==> src/rtl/data_mem_pkg.sv <==
// data_mem_pkg: shared types and default sizing for the data_mem_pipe RAM.
//   state_t     : CLEAR (post-reset zero fill) / READY (normal service)
//   DEF_*       : default word width, address width and implemented depth
package data_mem_pkg;
  localparam int DEF_DATA_W = 16;
  localparam int DEF_ADDR_W = 8;
  localparam int DEF_DEPTH  = 30;

  typedef enum logic {
    CLEAR = 1'b0,
    READY = 1'b1
  } state_t;
endpackage

==> src/rtl/data_mem_pipe_if.sv <==
// data_mem_pipe_if: request/response bundle between the memory stage and the RAM.
//   WE/RE/A/WD         : request side (driven by the master)
//   RD/RD_VALID/BUSY/ERR : response side (driven by the RAM)
interface data_mem_pipe_if #(
  parameter int DATA_W = 16,
  parameter int ADDR_W = 8
);
  logic              WE;
  logic              RE;
  logic [ADDR_W-1:0] A;
  logic [DATA_W-1:0] WD;
  logic [DATA_W-1:0] RD;
  logic              RD_VALID;
  logic              BUSY;
  logic              ERR;

  modport master (output WE, RE, A, WD, input RD, RD_VALID, BUSY, ERR);
  modport slave  (input WE, RE, A, WD, output RD, RD_VALID, BUSY, ERR);
endinterface

==> src/rtl/dm_write_buffer.sv <==
// dm_write_buffer: single-entry posted write register with address match.
//   load_i      : accept {a_i, wd_i} as the new pending write this edge
//   a_i         : shared request address (load address and lookup address)
//   pv/pa/pd_o  : pending valid / address / data
//   hit_o       : pending entry matches a_i (store-to-load forwarding)
module dm_write_buffer #(
  parameter int DATA_W = 16,
  parameter int ADDR_W = 8
) (
  input  logic              CLK,
  input  logic              RST_N,
  input  logic              load_i,
  input  logic [ADDR_W-1:0] a_i,
  input  logic [DATA_W-1:0] wd_i,
  output logic              pv_o,
  output logic [ADDR_W-1:0] pa_o,
  output logic [DATA_W-1:0] pd_o,
  output logic              hit_o
);
  logic              pv_q, pv_d;
  logic [ADDR_W-1:0] pa_q, pa_d;
  logic [DATA_W-1:0] pd_q, pd_d;

  // The entry lives exactly one cycle unless replaced; the top commits it
  // on the same edge a new one is loaded.
  always_comb begin
    pv_d = load_i;
    pa_d = load_i ? a_i  : pa_q;
    pd_d = load_i ? wd_i : pd_q;
  end

  always_ff @(posedge CLK or negedge RST_N) begin
    if (!RST_N) begin
      pv_q <= 1'b0;
      pa_q <= '0;
      pd_q <= '0;
    end else begin
      pv_q <= pv_d;
      pa_q <= pa_d;
      pd_q <= pd_d;
    end
  end

  assign pv_o  = pv_q;
  assign pa_o  = pa_q;
  assign pd_o  = pd_q;
  assign hit_o = pv_q && (pa_q == a_i);  // full-width compare
endmodule

==> src/rtl/data_mem_pipe.sv <==
// data_mem_pipe: data RAM with posted writes, forwarding, registered read,
// out-of-range fault pulse and hardware zero-clear after reset.
//   CLK, RST_N : clock, async active-low reset
//   bus        : slave side of data_mem_pipe_if (WE/RE/A/WD in,
//                RD/RD_VALID/BUSY/ERR out)
module data_mem_pipe
  import data_mem_pkg::*;
#(
  parameter int DATA_W = DEF_DATA_W,
  parameter int ADDR_W = DEF_ADDR_W,
  parameter int DEPTH  = DEF_DEPTH
) (
  input  logic          CLK,
  input  logic          RST_N,
  data_mem_pipe_if.slave bus
);
  localparam int CW = $clog2(DEPTH + 1);
  localparam int IW = (DEPTH > 1) ? $clog2(DEPTH) : 1;

  state_t            state_q, state_d;
  logic [CW-1:0]     cnt_q, cnt_d;
  logic [DATA_W-1:0] rd_q, rd_d;
  logic              rd_valid_q, rd_valid_d;
  logic              err_q, err_d;

  logic [DATA_W-1:0] mem [DEPTH];

  logic              ready, in_range, rd_fire;
  logic              pv, hit;
  logic [ADDR_W-1:0] pa;
  logic [DATA_W-1:0] pd;
  logic              mem_we;
  logic [IW-1:0]     mem_wa;
  logic [DATA_W-1:0] mem_wd;

  assign ready    = (state_q == READY);
  // Widened by one bit so DEPTH == 2**ADDR_W compares correctly.
  assign in_range = ({1'b0, bus.A} < (ADDR_W + 1)'(DEPTH));
  assign rd_fire  = ready && bus.RE;

  dm_write_buffer #(.DATA_W(DATA_W), .ADDR_W(ADDR_W)) u_wbuf (
    .CLK    (CLK),
    .RST_N  (RST_N),
    .load_i (ready && bus.WE && in_range),
    .a_i    (bus.A),
    .wd_i   (bus.WD),
    .pv_o   (pv),
    .pa_o   (pa),
    .pd_o   (pd),
    .hit_o  (hit)
  );

  // Single array write port: zero-fill during CLEAR, else commit pending.
  always_comb begin
    mem_we = 1'b0;
    mem_wa = '0;
    mem_wd = '0;
    if (!ready) begin
      mem_we = 1'b1;
      mem_wa = IW'(cnt_q);
    end else if (pv) begin
      mem_we = 1'b1;
      mem_wa = IW'(pa);
      mem_wd = pd;
    end
  end

  always_ff @(posedge CLK) begin
    if (mem_we) mem[mem_wa] <= mem_wd;
  end

  always_comb begin
    state_d = state_q;
    cnt_d   = cnt_q;
    if (!ready) begin
      cnt_d = cnt_q + CW'(1);
      if (cnt_q == CW'(DEPTH - 1)) state_d = READY;
    end
  end

  // Read samples the pending entry as it stood before this edge, so a
  // same-edge write is not visible (read-before-write).
  always_comb begin
    rd_d       = rd_q;
    rd_valid_d = rd_fire;
    err_d      = ready && (bus.WE || bus.RE) && !in_range;
    if (rd_fire) begin
      if (!in_range) rd_d = '0;
      else if (hit)  rd_d = pd;
      else           rd_d = mem[IW'(bus.A)];
    end
  end

  always_ff @(posedge CLK or negedge RST_N) begin
    if (!RST_N) begin
      state_q    <= CLEAR;
      cnt_q      <= '0;
      rd_q       <= '0;
      rd_valid_q <= 1'b0;
      err_q      <= 1'b0;
    end else begin
      state_q    <= state_d;
      cnt_q      <= cnt_d;
      rd_q       <= rd_d;
      rd_valid_q <= rd_valid_d;
      err_q      <= err_d;
    end
  end

  assign bus.RD       = rd_q;
  assign bus.RD_VALID = rd_valid_q;
  assign bus.ERR      = err_q;
  assign bus.BUSY     = !ready;
endmodule

==> src/flat_wrapper.sv <==
// flat-port wrapper written by rule: the top's interface ports become plain ports
module data_mem_pipe_flat import data_mem_pkg::*;
#(
  parameter int DATA_W = DEF_DATA_W,
  parameter int ADDR_W = DEF_ADDR_W,
  parameter int DEPTH  = DEF_DEPTH
)
  (CLK, RST_N, bus_WE, bus_RE, bus_A, bus_WD, bus_RD, bus_RD_VALID, bus_BUSY, bus_ERR);
  data_mem_pipe_if #(.DATA_W(DATA_W), .ADDR_W(ADDR_W)) bus_i ();
  input  logic CLK;
  input  logic RST_N;
  input wire logic [$bits(bus_i.WE)-1:0] bus_WE;
  input wire logic [$bits(bus_i.RE)-1:0] bus_RE;
  input wire logic [$bits(bus_i.A)-1:0] bus_A;
  input wire logic [$bits(bus_i.WD)-1:0] bus_WD;
  output wire logic [$bits(bus_i.RD)-1:0] bus_RD;
  output wire logic [$bits(bus_i.RD_VALID)-1:0] bus_RD_VALID;
  output wire logic [$bits(bus_i.BUSY)-1:0] bus_BUSY;
  output wire logic [$bits(bus_i.ERR)-1:0] bus_ERR;
  assign bus_i.WE = bus_WE;
  assign bus_i.RE = bus_RE;
  assign bus_i.A = bus_A;
  assign bus_i.WD = bus_WD;
  assign bus_RD = bus_i.RD;
  assign bus_RD_VALID = bus_i.RD_VALID;
  assign bus_BUSY = bus_i.BUSY;
  assign bus_ERR = bus_i.ERR;
  data_mem_pipe #(.DATA_W(DATA_W), .ADDR_W(ADDR_W), .DEPTH(DEPTH)) u_core (.CLK(CLK), .RST_N(RST_N), .bus(bus_i));
endmodule
==> config.mk <==
export PLATFORM = sky130hd
export DESIGN_NAME = data_mem_pipe_flat
export DESIGN_NICKNAME = d
export VERILOG_FILES = /design/src/rtl/data_mem_pkg.sv /design/src/rtl/data_mem_pipe_if.sv /design/src/rtl/dm_write_buffer.sv /design/src/rtl/data_mem_pipe.sv /design/src/flat_wrapper.sv
export SDC_FILE = /design/constraint.sdc
export NUM_CORES = 1
export LEC_CHECK = 0
export CORE_MARGIN = 2
export CORE_UTILIZATION = 42
export DETAILED_ROUTE_END_ITERATION = 16
export PLACE_DENSITY = 0.71
export REMOVE_ABC_BUFFERS = 1
export SETUP_SLACK_MARGIN = 0.4
export SLEW_MARGIN = 10
export SYNTH_ARGS = -nofsm -noshare
export SYNTH_HDL_FRONTEND = slang
export SYNTH_HIERARCHICAL = 1
export SYNTH_SLANG_ARGS = --single-unit
==> constraint.sdc <==
create_clock -name CLK -period 2.35 [get_ports CLK]
set_clock_uncertainty 0.15 [all_clocks]
set_input_delay 0.47 -clock CLK [delete_from_list [all_inputs] [get_ports CLK]]
set_output_delay 0.47 -clock CLK [all_outputs]
set_load 0.05 [all_outputs]
==> run summary, run 1 <==
A synthesized cell averages 20.3 µm². The tools report the largest net degree at the start of global routing as 31. The number of standard cells after synthesis is 1033. Timing would allow up to 465 MHz.

In the synthesized netlist the dominant register cell turns out to be sky130_fd_sc_hd__edfxtp_1. Summing every instance area after synthesis gives 21000 µm². Measured along the y axis, the die boundary spans 228 µm.

The detail route stage leaves a number of antenna-violating nets equal to 0. The final critical-path share of the clock period is 0.916, and the accumulated negative setup slack is 0 ps. 47 I/O pins were placed.

The fraction of the mapped netlist area in adder cells came out at 0.00119. The fraction of final layout cells with drive strength greater than 1 came out at 0.440. The number of endpoints failing setup at the final stage was 0; the half-perimeter wire length after detailed placement was 31700 µm. The number of enable-type register cells in the synthesized netlist is 480. The routed design could run at a clock period as short as 2150 ps.

After detailed routing, the number of vias per cell comes to 5.88. The proportion of synthesized area in mux cells was 0.165; the number of distinct standard cells referenced by the synthesized netlist was 48. Buffer type at the clock tree root: sky130_fd_sc_hd__clkbuf_16. The finished layout cell area is 26800 µm². In this run the worst hold path is classified as input pin to flop. The total routing resource utilization after global routing is 0.203, and the total detailed-routing wirelength is 54300 µm. The share of flip-flops with an asynchronous set or reset is 0.0926, and the sequential fraction of the synthesis area is 0.745. The run gives 0 as the residual DRC count. 0 antenna diodes ended up in the layout. The logs give 49200 µm² for the placeable core region and 23200 µm² for the standard cell area after detailed placement. The share of the synthesized area in compound gates (AO/OA/AOI/OAI) works out to 0.0283. The number of clock buffers added by TritonCTS is 52. The signal on the critical path passes through clkdlybuf4s15_1.

The logs give 11.7k for the number of global-route vias before repair and 0.427 for the starting density of the core. The area share of and/or/nand/nor cells after synthesis was 0.0370; the transition at the pin with the smallest max-transition slack was 590 ps. During placement, the flow inserted port buffers numbering 46. The final weighted congestion of routability-driven global placement was 0.894; the number of nets in the finished design was 1312. The maximum fanout along the worst path was 2; the data arrival time at the worst-slack endpoint was 1530 ps.

The logs give 5740 µm² for the area of the multi-input gates and 630 µV for the worst-case vdd ir drop. The number of buffers and inverters on the critical path is 1. The worst setup path is launched from a flop. TritonCTS built the clock tree. The tools report the max-slew violation count as 0. For this block, the via count after detailed routing is 11.7k.

The analysis attributes to cell leakage a power of 8.32 nW. The clock passes through at most 3 buffers. The hold violation count in the final report was 0; the total number of H-tree levels was 2. The post-synthesis xor/xnor area fraction was 0.00501. The wire length of the first global-routing pass was 76400 µm; the number of clock sinks was 529. The relative area change from synthesis to final layout came out at 27.5%. During synthesis, Yosys emitted a total of 6 warnings. The flow ran to the end, and the final reports show no timing, DRC or antenna violations.

Clock-pin slew was measured on the worst setup and hold paths at 60 ps. Setup repair after global routing could not meet its margin everywhere. The standard-cell row count is 81, and the clock latency at the later pin of the worst-skew pair is 600 ps. Library cell contributing the largest single delay on the critical path: sky130_fd_sc_hd__clkdlybuf4s15_1. For this run, the slowest stage of the critical path takes 540 ps. The post-synthesis register bit count is 529, and the max-cap violation count is 0. Total power for the finished layout comes to 19.8 mW. Broken down by cell family, the worst path's largest delay share belongs to buffers and inverters.

The tools report the number of DRC markers in iteration 0 as 1334. Dividing the detail-routed wire length by the instance count gives 27.3 µm. The worst setup path is captured at an output port. For this design the ratio of total power to cell area is 740 nW/µm². The die area came out at 51800 µm². The tools report the initial antenna violation count as 0. Registers take 15600 µm². STA puts the critical path data required time at 1730 ps. Headroom to the max-slew limit: 0.606. The dominant combinational cell family by area after synthesis was multiplexers. For the fill cell instance count of the final layout, the log shows 3548. Summed over all layers, the global routing overflow is 0. The worst setup path category was flop to output port. The die span in x was 228 µm; the iteration count of the initial detailed-routing pass was 7.
-- routing by layer --
layer | part of all wire | global-route usage
met5 | 0 | 0
met4 | 0.038 | 0.0713
met3 | 0.074 | 0.0320
met2 | 0.49 | 0.335
met1 | 0.39 | 0.275
-- what timing repair did --
item / 4_1_cts / 5_1_grt
pin swaps: 29 / 28
endpoints found under the setup margin: 927 / 528
hold buffers: 1 / 0
resized for setup: 297 / 126
setup buffers: 23 / 17
cloned: 17 / 4
endpoints found under the hold margin: 21 / 0
-- path summary, 6_finish.rpt --
kind	start	to	slack, ps	cells after the start
min in group asynchronous	RST_N	u_core/u_wbuf/pd_o[8]	260	2
min	bus_A[7]	u_core/u_wbuf/pa_o[7]	200	2
max in group asynchronous	RST_N	u_core/u_wbuf/pa_o[2]	1230	3
min reg2reg	u_core/bus.RD[14]	u_core/bus.RD[14]	380	1
max reg2reg	u_core/u_wbuf/pa_o[2]	u_core/bus.RD[13]	210	8
max	u_core/bus.RD[4]	bus_RD[4]	200	1
-- cell usage after synthesis (3+ instances only) --
cell type,number,area [µm²]
sky130_fd_sc_hd__buf_6,12,135
sky130_fd_sc_hd__a31oi_1,4,25.0
sky130_fd_sc_hd__a221o_1,8,80.1
sky130_fd_sc_hd__mux2_2,27,304
sky130_fd_sc_hd__mux2i_1,30,300
sky130_fd_sc_hd__nor2b_1,17,106
sky130_fd_sc_hd__o22ai_1,7,43.8
sky130_fd_sc_hd__buf_2,16,80.1
sky130_fd_sc_hd__nand2_1,26,97.6
sky130_fd_sc_hd__mux2_4,20,300
sky130_fd_sc_hd__a32oi_1,8,70.1
sky130_fd_sc_hd__o21ai_0,6,30.0
sky130_fd_sc_hd__nor2_1,40,150
sky130_fd_sc_hd__dfrtp_1,49,1230
sky130_fd_sc_hd__a22oi_1,6,45.0
sky130_fd_sc_hd__nand4_1,3,18.8
sky130_fd_sc_hd__o221ai_1,7,61.3
sky130_fd_sc_hd__nand2b_1,10,62.6
sky130_fd_sc_hd__edfxtp_1,480,14400
sky130_fd_sc_hd__mux4_2,113,2540
sky130_fd_sc_hd__buf_4,3,22.5
sky130_fd_sc_hd__nand3_1,12,60.1
sky130_fd_sc_hd__o21ai_1,3,15.0
sky130_fd_sc_hd__a211oi_1,12,90.1
sky130_fd_sc_hd__xnor2_1,12,105
sky130_fd_sc_hd__a21oi_1,13,65.1
sky130_fd_sc_hd__nor3_1,15,75.1
sky130_fd_sc_hd__buf_1,7,26.3
sky130_fd_sc_hd__clkbuf_1,20,75.1
sky130_fd_sc_hd__and3_1,19,119
sky130_fd_sc_hd__or3_1,4,25.0
-- area by class of cell --
type	count	share of cell area
clock buffer	65	0.0520
multi-input combinational	441	0.215
timing repair buffer	255	0.107
sequential	529	0.584
clock inverter	31	0.0105
inverter	3	0.000608
tap	664	0.0310
-- cells by family after synthesis --
family | Yosys count
compound gates | 82
buf+inv | 63
xor+xnor | 12
mux | 191
simple gates | 154
fa+ha+maj | 2
flops | 529
-- where the power goes --
group	internal, mW	switching, mW	total (mW)
Sequential	10.3	0.112	10.4
Combinational	0.590	0.641	1.23
Clock	4.74	3.44	8.18
-- state kept, by name, summed over array words and instances, names as in the netlist --
name and flops:
u_core/mem 480, u_core/bus.RD 16, u_core/u_wbuf/pd_o 16, u_core/u_wbuf/pa_o 8, u_core/cnt_q 5, u_core/bus.ERR 1
u_core/bus.RD_VALID 1, u_core/ready 1, u_core/u_wbuf/pv_o 1
-- placed cells by master (no fill, tap or decap), types with 6 or more instances in the layout --
cell                              synthesis  final
sky130_fd_sc_hd__a32oi_1                  8      6
sky130_fd_sc_hd__xnor2_1                 12      8
sky130_fd_sc_hd__clkbuf_16                0     57
sky130_fd_sc_hd__nor3_2                   0      9
sky130_fd_sc_hd__a211oi_1                12      8
sky130_fd_sc_hd__clkdlybuf4s50_1          0     19
sky130_fd_sc_hd__mux4_2                 113    113
sky130_fd_sc_hd__a21oi_1                 13      9
sky130_fd_sc_hd__nor2b_4                  0      7
sky130_fd_sc_hd__o22ai_1                  7      7
sky130_fd_sc_hd__dfrtp_2                  0      6
sky130_fd_sc_hd__nand3_1                 12      9
sky130_fd_sc_hd__mux2_2                  27     27
sky130_fd_sc_hd__a22oi_1                  6      6
sky130_fd_sc_hd__clkinv_2                 0      7
sky130_fd_sc_hd__nand2b_1                10     10
sky130_fd_sc_hd__edfxtp_1               480    480
sky130_fd_sc_hd__and3_2                   0     14
sky130_fd_sc_hd__buf_2                   16     18
sky130_fd_sc_hd__clkbuf_1                20     11
sky130_fd_sc_hd__buf_12                   2     22
sky130_fd_sc_hd__buf_6                   12     61
sky130_fd_sc_hd__buf_8                    0     33
sky130_fd_sc_hd__mux2i_1                 30     28
sky130_fd_sc_hd__buf_4                    3     86
sky130_fd_sc_hd__nand2_8                  0      7
sky130_fd_sc_hd__clkinv_1                 1     15
sky130_fd_sc_hd__nor2_1                  40      8
sky130_fd_sc_hd__dfrtp_1                 49     43
sky130_fd_sc_hd__nand2_1                 26     18
sky130_fd_sc_hd__nor2_4                   0     32
sky130_fd_sc_hd__nor2b_1                 17      9
sky130_fd_sc_hd__mux2_4                  20     20
sky130_fd_sc_hd__a221o_1                  8      8
-- metrics by stage --
step,cells,setup WS [ps],utilization,hold WS (ps)
floorplan,973,-809,-,24.4
global placement,1830,-544,0.472,332
detailed placement,1830,-560,0.472,330
CTS,1967,140,0.530,183
global route,1988,161,0.545,198
finish,1988,198,0.545,203
Note: power is estimated with default switching activity, not from simulation.
==> run 2, diff against run 1 <==
--- a/config.mk
+++ b/config.mk
@@ -5,6 +5,7 @@
 export SDC_FILE = /design/constraint.sdc
 export NUM_CORES = 1
 export LEC_CHECK = 0
+export CAP_MARGIN = 20
 export CORE_MARGIN = 2
 export CORE_UTILIZATION = 42
 export DETAILED_ROUTE_END_ITERATION = 16
==> results of run 2 <==
Final layout, timing and power as in run 1 (identical DEF).
